File: src/rtl/ul8_bus_pkg.sv
// Shared types and constants for the 8-bit register bus transfer sequencer.
package ul8_bus_pkg;

  localparam int DATA_W       = 8;
  localparam int NUM_REGS_DEF = 8;
  localparam int IDX_W_DEF    = 3;
  // Queue entries carry indices at this width so any IDX_W up to it fits.
  localparam int IDX_W_MAX    = 8;

  typedef enum logic [1:0] {
    IDLE,
    DRIVE,
    LATCH,
    RELEASE
  } xfer_state_t;

  typedef struct packed {
    logic [IDX_W_MAX-1:0] src;
    logic [IDX_W_MAX-1:0] dst;
  } xfer_req_t;

  function automatic logic req_legal(input xfer_req_t r, input int num_regs);
    return (r.src != r.dst) && (int'(r.src) < num_regs) && (int'(r.dst) < num_regs);
  endfunction

endpackage

File: src/rtl/xfer_fifo.sv
// Synchronous request queue of xfer_req_t; pointers carry one extra wrap bit
// so full and empty are distinguishable without a separate counter.
module xfer_fifo
  import ul8_bus_pkg::*;
#(
  parameter int DEPTH = 4
) (
  input  logic      clk,
  input  logic      reset,
  input  logic      push,
  input  xfer_req_t push_data,
  input  logic      pop,
  output logic      full,
  output logic      empty,
  output xfer_req_t head
);

  localparam int PTR_W = $clog2(DEPTH);

  xfer_req_t        mem_q [DEPTH];
  logic [PTR_W:0]   wr_ptr_q, wr_ptr_d;
  logic [PTR_W:0]   rd_ptr_q, rd_ptr_d;
  logic             do_push;
  logic             do_pop;

  assign full    = (wr_ptr_q[PTR_W] != rd_ptr_q[PTR_W]) &&
                   (wr_ptr_q[PTR_W-1:0] == rd_ptr_q[PTR_W-1:0]);
  assign empty   = (wr_ptr_q == rd_ptr_q);
  assign do_push = push && !full;
  assign do_pop  = pop && !empty;
  assign head    = mem_q[rd_ptr_q[PTR_W-1:0]];

  always_comb begin
    wr_ptr_d = wr_ptr_q;
    rd_ptr_d = rd_ptr_q;
    if (do_push) wr_ptr_d = wr_ptr_q + (PTR_W+1)'(1);
    if (do_pop)  rd_ptr_d = rd_ptr_q + (PTR_W+1)'(1);
  end

  always_ff @(posedge clk) begin
    if (reset) begin
      wr_ptr_q <= '0;
      rd_ptr_q <= '0;
    end else begin
      wr_ptr_q <= wr_ptr_d;
      rd_ptr_q <= rd_ptr_d;
    end
  end

  // Storage needs no reset; only the pointers decide what is valid.
  always_ff @(posedge clk) begin
    if (!reset && do_push) mem_q[wr_ptr_q[PTR_W-1:0]] <= push_data;
  end

endmodule

File: src/rtl/bus_xfer_sequencer.sv
// Queues register-to-register transfers and sequences the bus write/load strobes.
// Optional BUS_SNOOP_EN adds bus_data/last_data and captures the transferred value.
module bus_xfer_sequencer
  import ul8_bus_pkg::*;
#(
  parameter int NUM_REGS   = NUM_REGS_DEF,
  parameter int IDX_W      = IDX_W_DEF,
  parameter int FIFO_DEPTH = 4
) (
  input  logic                clk,
  input  logic                reset,
  input  logic                req_valid,
  output logic                req_ready,
  input  logic [IDX_W-1:0]    req_src,
  input  logic [IDX_W-1:0]    req_dst,
  output logic [NUM_REGS-1:0] write_en,
  output logic [NUM_REGS-1:0] load_en,
  output logic                busy,
  output logic                done,
  output logic                err
`ifdef BUS_SNOOP_EN
  ,
  input  logic [DATA_W-1:0]   bus_data,
  output logic [DATA_W-1:0]   last_data
`endif
);

  xfer_state_t         state_q, state_d;
  xfer_req_t           cur_q, cur_d;
  xfer_req_t           push_req;
  xfer_req_t           head;
  logic                fifo_full;
  logic                fifo_empty;
  logic                pop;
  logic                head_legal;
  logic [NUM_REGS-1:0] write_q, write_d;
  logic [NUM_REGS-1:0] load_q, load_d;
  logic                done_q, done_d;
  logic                err_q, err_d;

  function automatic logic [NUM_REGS-1:0] decode(input logic [IDX_W_MAX-1:0] idx);
    logic [NUM_REGS-1:0] mask;
    mask = '0;
    for (int i = 0; i < NUM_REGS; i++) begin
      if (idx == IDX_W_MAX'(i)) mask[i] = 1'b1;
    end
    return mask;
  endfunction

  assign push_req.src = IDX_W_MAX'(req_src);
  assign push_req.dst = IDX_W_MAX'(req_dst);

  xfer_fifo #(
    .DEPTH(FIFO_DEPTH)
  ) u_fifo (
    .clk      (clk),
    .reset    (reset),
    .push     (req_valid),
    .push_data(push_req),
    .pop      (pop),
    .full     (fifo_full),
    .empty    (fifo_empty),
    .head     (head)
  );

  assign head_legal = req_legal(head, NUM_REGS);

  // Strobes are registered from the state, so the bus pattern lags the state by one cycle.
  always_comb begin
    state_d = state_q;
    cur_d   = cur_q;
    pop     = 1'b0;
    write_d = '0;
    load_d  = '0;
    done_d  = 1'b0;
    err_d   = 1'b0;
    case (state_q)
      IDLE, RELEASE: begin
        done_d  = (state_q == RELEASE);
        state_d = IDLE;
        if (!fifo_empty) begin
          pop = 1'b1;
          if (head_legal) begin
            cur_d   = head;
            state_d = DRIVE;
          end else begin
            err_d = 1'b1;
          end
        end
      end
      DRIVE: begin
        write_d = decode(cur_q.src);
        state_d = LATCH;
      end
      LATCH: begin
        write_d = decode(cur_q.src);
        load_d  = decode(cur_q.dst);
        state_d = RELEASE;
      end
      default: state_d = IDLE;
    endcase
  end

  always_ff @(posedge clk) begin
    if (reset) begin
      state_q <= IDLE;
      cur_q   <= '0;
      write_q <= '0;
      load_q  <= '0;
      done_q  <= 1'b0;
      err_q   <= 1'b0;
    end else begin
      state_q <= state_d;
      cur_q   <= cur_d;
      write_q <= write_d;
      load_q  <= load_d;
      done_q  <= done_d;
      err_q   <= err_d;
    end
  end

  assign write_en  = write_q;
  assign load_en   = load_q;
  assign done      = done_q;
  assign err       = err_q;
  assign req_ready = !fifo_full;
  assign busy      = (state_q != IDLE) || !fifo_empty;

`ifdef BUS_SNOOP_EN
  logic [DATA_W-1:0] last_q, last_d;

  // Capture on the same edge that the destination register loads.
  always_comb begin
    last_d = last_q;
    if (|load_q) last_d = bus_data;
  end

  always_ff @(posedge clk) begin
    if (reset) last_q <= '0;
    else       last_q <= last_d;
  end

  assign last_data = last_q;
`endif

endmodule

File: config.mk
export PLATFORM = sky130hd
export DESIGN_NAME = bus_xfer_sequencer
export DESIGN_NICKNAME = d
export VERILOG_FILES = /design/src/rtl/ul8_bus_pkg.sv /design/src/rtl/xfer_fifo.sv /design/src/rtl/bus_xfer_sequencer.sv
export SDC_FILE = /design/constraint.sdc
export NUM_CORES = 1
export LEC_CHECK = 0
export ABC_AREA = 1
export BUFFER_PORTS_ARGS = -buffer_cell sky130_fd_sc_hd__clkbuf_2
export CELL_PAD_IN_SITES_DETAIL_PLACEMENT = 1
export CELL_PAD_IN_SITES_GLOBAL_PLACEMENT = 1
export CORE_UTILIZATION = 35
export DETAILED_ROUTE_END_ITERATION = 10
export GPL_ROUTABILITY_DRIVEN = 0
export PLACE_DENSITY = 0.58
export SLEW_MARGIN = 30
export SYNTH_ARGS = -nofsm -noshare
export SYNTH_HDL_FRONTEND = slang
export SYNTH_HIERARCHICAL = 1
export SYNTH_SLANG_ARGS = --single-unit
export TNS_END_PERCENT = 30
File: constraint.sdc
create_clock -name clk -period 2.6 [get_ports clk]
set_clock_uncertainty 0.05 [all_clocks]
set_input_delay 0.52 -clock clk [delete_from_list [all_inputs] [get_ports clk]]
set_output_delay 0.52 -clock clk [all_outputs]
set_load 0.02 [all_outputs]
Yosys cells after proc, flatten, opt, wreduce, memory -nomap -nowiden
Memory sizes are Yosys's and may differ from the RTL's. A register that Yosys moved wholly into a read port is not among the register bits.
Cells that the tools add are included.
{"block": "word_totals", "reg_bits": 42, "ram_bits": 24, "elab_cells": 86, "mem_count": 1}
{"name": "u_fifo.mem_q", "words": 4, "word_bits": 6, "read_ports": 1, "rd_clocked_by_memory_dff": 1, "write_ports": 1, "line_no": "xfer_fifo.sv:20", "source": "xfer_req_t mem_q [DEPTH];"}
{"block": "classes", "n_addsub": 2, "n_lt_le_gt_ge": 2, "eq_ne": 21, "n_mux": 26, "n_bitwise": 4, "reduce_logical": 21}
{"cell": "8-bit by 3-bit equality test with 1-bit output (second input constant)", "n": 8}
{"cell": "8-bit by 2-bit equality test with 1-bit output (second input constant)", "n": 4}
{"cell": "1-bit two-way mux", "n": 23}
{"cell": "8-bit by 1-bit equality test with 1-bit output (second input constant)", "n": 2}
{"cell": "8-bit logical NOT", "n": 2}
{"cell": "8-bit by 4-bit < comparator with 1-bit output (second input constant)", "n": 2}
{"cell": "2-bit OR reduction", "n": 5}
{"cell": "8-bit != test", "n": 1}
{"cell": "3-bit by 1-bit adder with 3-bit output (second input constant)", "n": 2}
{"cell": "1-bit logical AND", "n": 6}
{"cell": "2-bit case mux with 3 select lines", "n": 1}
{"cell": "2-bit equality test (second input constant)", "n": 2}
{"cell": "2-bit two-way mux", "n": 2}
{"cell": "1-bit inverter", "n": 4}
{"cell": "3-bit equality test", "n": 1}
{"cell": "1-bit logical NOT", "n": 3}
{"cell": "3-bit AND reduction", "n": 1}
{"cell": "3-bit OR reduction", "n": 1}
{"cell": "2-bit by 1-bit equality test with 1-bit output (second input constant)", "n": 1}
{"cell": "2-bit equality test", "n": 1}
{"cell": "2-bit logical NOT", "n": 1}
{"cell": "2-bit nonzero test", "n": 1}
{"cell": "1-bit logical OR", "n": 1}
{"cell": "1-bit != test", "n": 1}

Depth between registers and ports, before layout
{"block": "logic_depth", "ltp_word": 7, "ltp_mapped": 14}

Cells and area by module
Netlist, hierarchy kept.
{"module": "xfer_fifo", "instances": 1, "cells_per_inst": 229, "area_each_um2": 2875.3}
{"module": "bus_xfer_sequencer", "instances": 1, "cells_per_inst": 178, "area_each_um2": 1415.1}

Worst setup path before layout
Ideal clock, no wire load.
{"block": "synth_timing", "path_kind": "register to register", "from": "register u_fifo.wr_ptr_q[0]", "to": "memory u_fifo/mem_q[0][0] in the netlist's numbering (enable)", "setup_ns": 0.389, "arrival_ns": 1.531, "t_required_ns": 2.161, "path_slack_ns": 0.631, "path_stages_with_launch": 7, "path_cell_list": "dfxtp_1 -> inv_1 -> nand2_1 -> nand2_4 -> nand3_4 -> nand3_2 -> nor2_1"}
{"block": "synth_via", "elab_chain_len": 7}
{"element": "start, declared", "line_no": "xfer_fifo.sv:21", "source": "logic [PTR_W:0] wr_ptr_q, wr_ptr_d;"}
{"element": "start signal, assigned", "line_no": "xfer_fifo.sv:45", "source": "wr_ptr_q <= wr_ptr_d;"}
{"element": "2-bit equality test", "line_no": "xfer_fifo.sv:27", "source": "(wr_ptr_q[PTR_W-1:0] == rd_ptr_q[PTR_W-1:0]);"}
{"element": "1-bit logical AND", "line_no": "xfer_fifo.sv:26", "source": "assign full = (wr_ptr_q[PTR_W] != rd_ptr_q[PTR_W]) &&"}
{"element": "1-bit logical NOT", "line_no": "xfer_fifo.sv:29", "source": "assign do_push = push && !full;"}
{"element": "1-bit logical AND", "line_no": "xfer_fifo.sv:29"}
{"element": "1-bit logical AND", "line_no": "xfer_fifo.sv:52", "source": "if (!reset && do_push) mem_q[wr_ptr_q[PTR_W-1:0]] <= push_data;"}
{"element": "1-bit two-way mux", "line_no": "xfer_fifo.sv:52"}
{"element": "1-bit two-way mux (not written as such)", "line_no": "xfer_fifo.sv:52"}
{"element": "end, declared", "line_no": "xfer_fifo.sv:20"}
Several ways; a longest one is shown, not always the timed one.

==> results.yml <==
floorplanning:
  fp-row-count: 40
  die_w_um: 113
  die-area_um2: 12700
  coreArea_um2: 12000
  die_h_um: 113
  ioPinCount: 29
  start_util_pct: 35.9
clock_tree:
  clk_pin_slew_ns: 0.07
  root_buffer: "clkbuf_16"
  post-cts-setup-buffer-count: 0
  ctsHoldBuffers: 0
  clk_latency_ns: 0.35
  cts_tree: "built"
  cts.sinks: 108
  cts_resized: 0
  cts_buffers: 9
  htree_levels: 3
  clockBufferDepth: 2
critical_path:
  slowest_delay_ns: 0.42
  worstPathArrival_ns: 2.47
  cp.required_ns: 2.84
  cp_max_fo: 17
  critPathLaunchType: "flip-flop"
  crit_type: "reg2reg"
  critPathSlowestCell: "dfxtp_1"
  crit_path_end_kind: "flip-flop"
  cp_cell_sequence: "inv_2 -> o21ai_1 -> o22ai_1 -> inv_1 -> nand2_1 -> nand2_1 -> nand2_1 -> nor2_1 -> nand2_2 -> nand3_4 -> nand2_1 -> inv_1 -> nor2_1"
  crit_top_cell: "nand2_1"
global_routing:
  grt_pass1_vias: 3046
  grt_pass1_wl_um: 14500
  grt_overflow: 0
  grt_max_degree: 33
  antenna_found_initial: 0
  grt_usage_pct: 15.3
final_layout:
  fin_nets: 501
  area_growth_pct: 18.0
  antenna_cells: 0
  drive_gt1_share_pct: 13.9
  fin_cells: 636
  nFillCells: 1339
outcome:
  status: "completed"
synth:
  netlist.area_leader.share_pct: 44.8
  ys_seq_elements: 108
  yosysWarningCount: 6
  synth.area.top_cells: "edfxtp_1 (45%), dfxtp_1 (21%), inv_1 (4.7%)"
  synth_cell_type_count: 29
  synth_ff_type: "edfxtp_1"
  yosys-top-cells-count: "edfxtp_1 (64), inv_1 (54), nor2_1 (53), nand2_1 (52), dfxtp_1 (44)"
  post-synth-top-area-cell: "edfxtp_1"
  syn_avg_cell_area_um2: 10.5
  synth-async-reset-ratio_pct: 0
  synth.most_common_cell: "edfxtp_1"
  synthCells: 407
  syn-cell-area_um2: 4290
  yosysSeqAreaShare_pct: 65.3
  synth_edf_count: 64
timing:
  rsz0062_at_grt: "no"
  timing.final.crit_share_pct: 86.0
  setup_viol: 0
  fin_crit_ns: 2.24
  worst_slew_pin_slew_ns: 0.576
  hold_violations: 0
  slew_headroom_pct: 61.6
  fmax_mhz: 447
  fin_tns_setup_ns: 0
  slew_violations: 0
power:
  power_frac_seq_pct: 43.8
  power_density_nw_per_um2: 880
  p_sw_mw: 1.46
  p_sw_share_pct: 32.7
  leakage_nw: 2.13
  p_comb_share_pct: 26.7
  power.internal_mw: 3.00
  ir_worst_vdd_v: 0.000404
  pwr-share-clk_pct: 29.4
detailed_routing:
  routed_wl_um: 8630
  routed_via_density: 4.59
  wl_per_cell_um: 13.6
  firstDrtPassIters: 4
  dr.first_iter.drc_count: 124
  antenna_left: 0
  remaining_drc_errors: 0
  routed-via-count: 2920
flow_run:
  drv_cap: 0
place:
  hpwl_um: 6020
  dpl.cell_count: 620
  port-buffer-count: 28
hold_path:
  min_path_type: "in2reg"
[power by group through the flow]
stage | combinational (mW) | sequential, mW | clock [mW]
floorplan | 0.903 | 1.97 | 0
global placement | 1.19 | 1.99 | 0
detailed placement | 1.22 | 1.99 | 0
CTS | 1.22 | 1.95 | 1.37
global route | 1.38 | 1.96 | 1.42
finish | 1.19 | 1.95 | 1.31
[path summary, 6_finish.rpt]
path                                       startpoint                             to  slack, ns  depth (start not counted)
worst max-delay path                        flip-flop          cur_q[9]$_SDFFE_PP0P_       0.36                         13
worst min-delay path                       req_src[2]  u_fifo/mem_q[3][10]$_DFFE_PP_       0.34                          1
worst max register to register              flip-flop          cur_q[9]$_SDFFE_PP0P_       0.36                         13
worst min register to register  cur_q[5]$_SDFFE_PP0P_          cur_q[5]$_SDFFE_PP0P_       0.41                          2
[worst max-delay path: cells and delay by family, from the launching register on]
kind	cells	cell delay (ns)
compound gates	2	0.39
buf+inv	3	0.45
flops	1	0.42
simple gates	8	0.84
[layer usage]
layer	routed length (um)	global-route usage [%]	vias to the layer above
li1	-	-	1485
met1	4060	18.5	1387
met2	4150	25.6	41
met3	316	5.41	7
met4	103	4.53	0
met5	0	0	-
[layout make-up]
cell class | instances | area [um^2] | area share (%)
timing repair buffer | 37 | 208 | 4.10
sequential | 108 | 2800 | 55.3
clock inverter | 4 | 21.3 | 0.420
clock buffer | 12 | 268 | 5.29
tap | 147 | 184 | 3.63
multi-input combinational | 269 | 1360 | 26.8
inverter | 59 | 224 | 4.42
[through the flow]
| stage | setup slack [ns] | power (mW) | util (%) | instance area [um^2] | hold slack [ns] |
|---|---|---|---|---|---|
| final | 0.364 | 4.45 | 42.3 | 5060 | 0.341 |
| after global routing | 0.0382 | 4.77 | 42.3 | 5060 | 0.333 |
| after CTS | 0.241 | 4.54 | 42.3 | 5060 | 0.326 |
| after detailed placement | 0.259 | 3.21 | 39.9 | 4770 | 0.402 |
| after global placement | 0.308 | 3.17 | 39.9 | 4770 | 0.395 |
| after floorplan | 0.631 | 2.87 | - | 4440 | 0.382 |
[cell usage in the layout, fill, tap and decap left out, drive strengths merged]
cell type | synthesis | routed
edfxtp | 64 | 64
nor4 | 2 | 2
ha | 8 | 8
nor3 | 18 | 18
clkbuf | 0 | 40
nand4 | 10 | 10
clkinv | 1 | 4
o22ai | 17 | 17
conb | 1 | 40
nand2 | 55 | 55
o21ai | 32 | 32
inv | 58 | 59
a21oi | 7 | 7
dfxtp | 44 | 44
xnor2 | 3 | 3
nor2 | 55 | 55
nor3b | 1 | 1
buf | 10 | 9
nand3 | 21 | 21
[registers in the layout, indices dropped and copies added (netlist names), named ones only]
register / flops
cur_q: 16
done: 1
err: 1
load_en: 8
state_q: 2
u_fifo/mem_q: 64
u_fifo/rd_ptr_q: 3
u_fifo/wr_ptr_q: 3
write_en: 8
[logic make-up (layout without fill, tap and decap cells)]
group                      count (synthesis)  after routing  synth area share [%]
other                                      1             40                0.0874
and+or+nand+nor                          162            162                  18.0
DFF                                      108            108                  65.3
buffers and inverters                     69            112                  6.47
AOI/OAI and AO/OA                         56             56                  7.17
xor gates and xnor gates                   3              3                 0.613
adders and majority gates                  8              8                  2.33
Note: power is estimated with default switching activity, not from simulation.
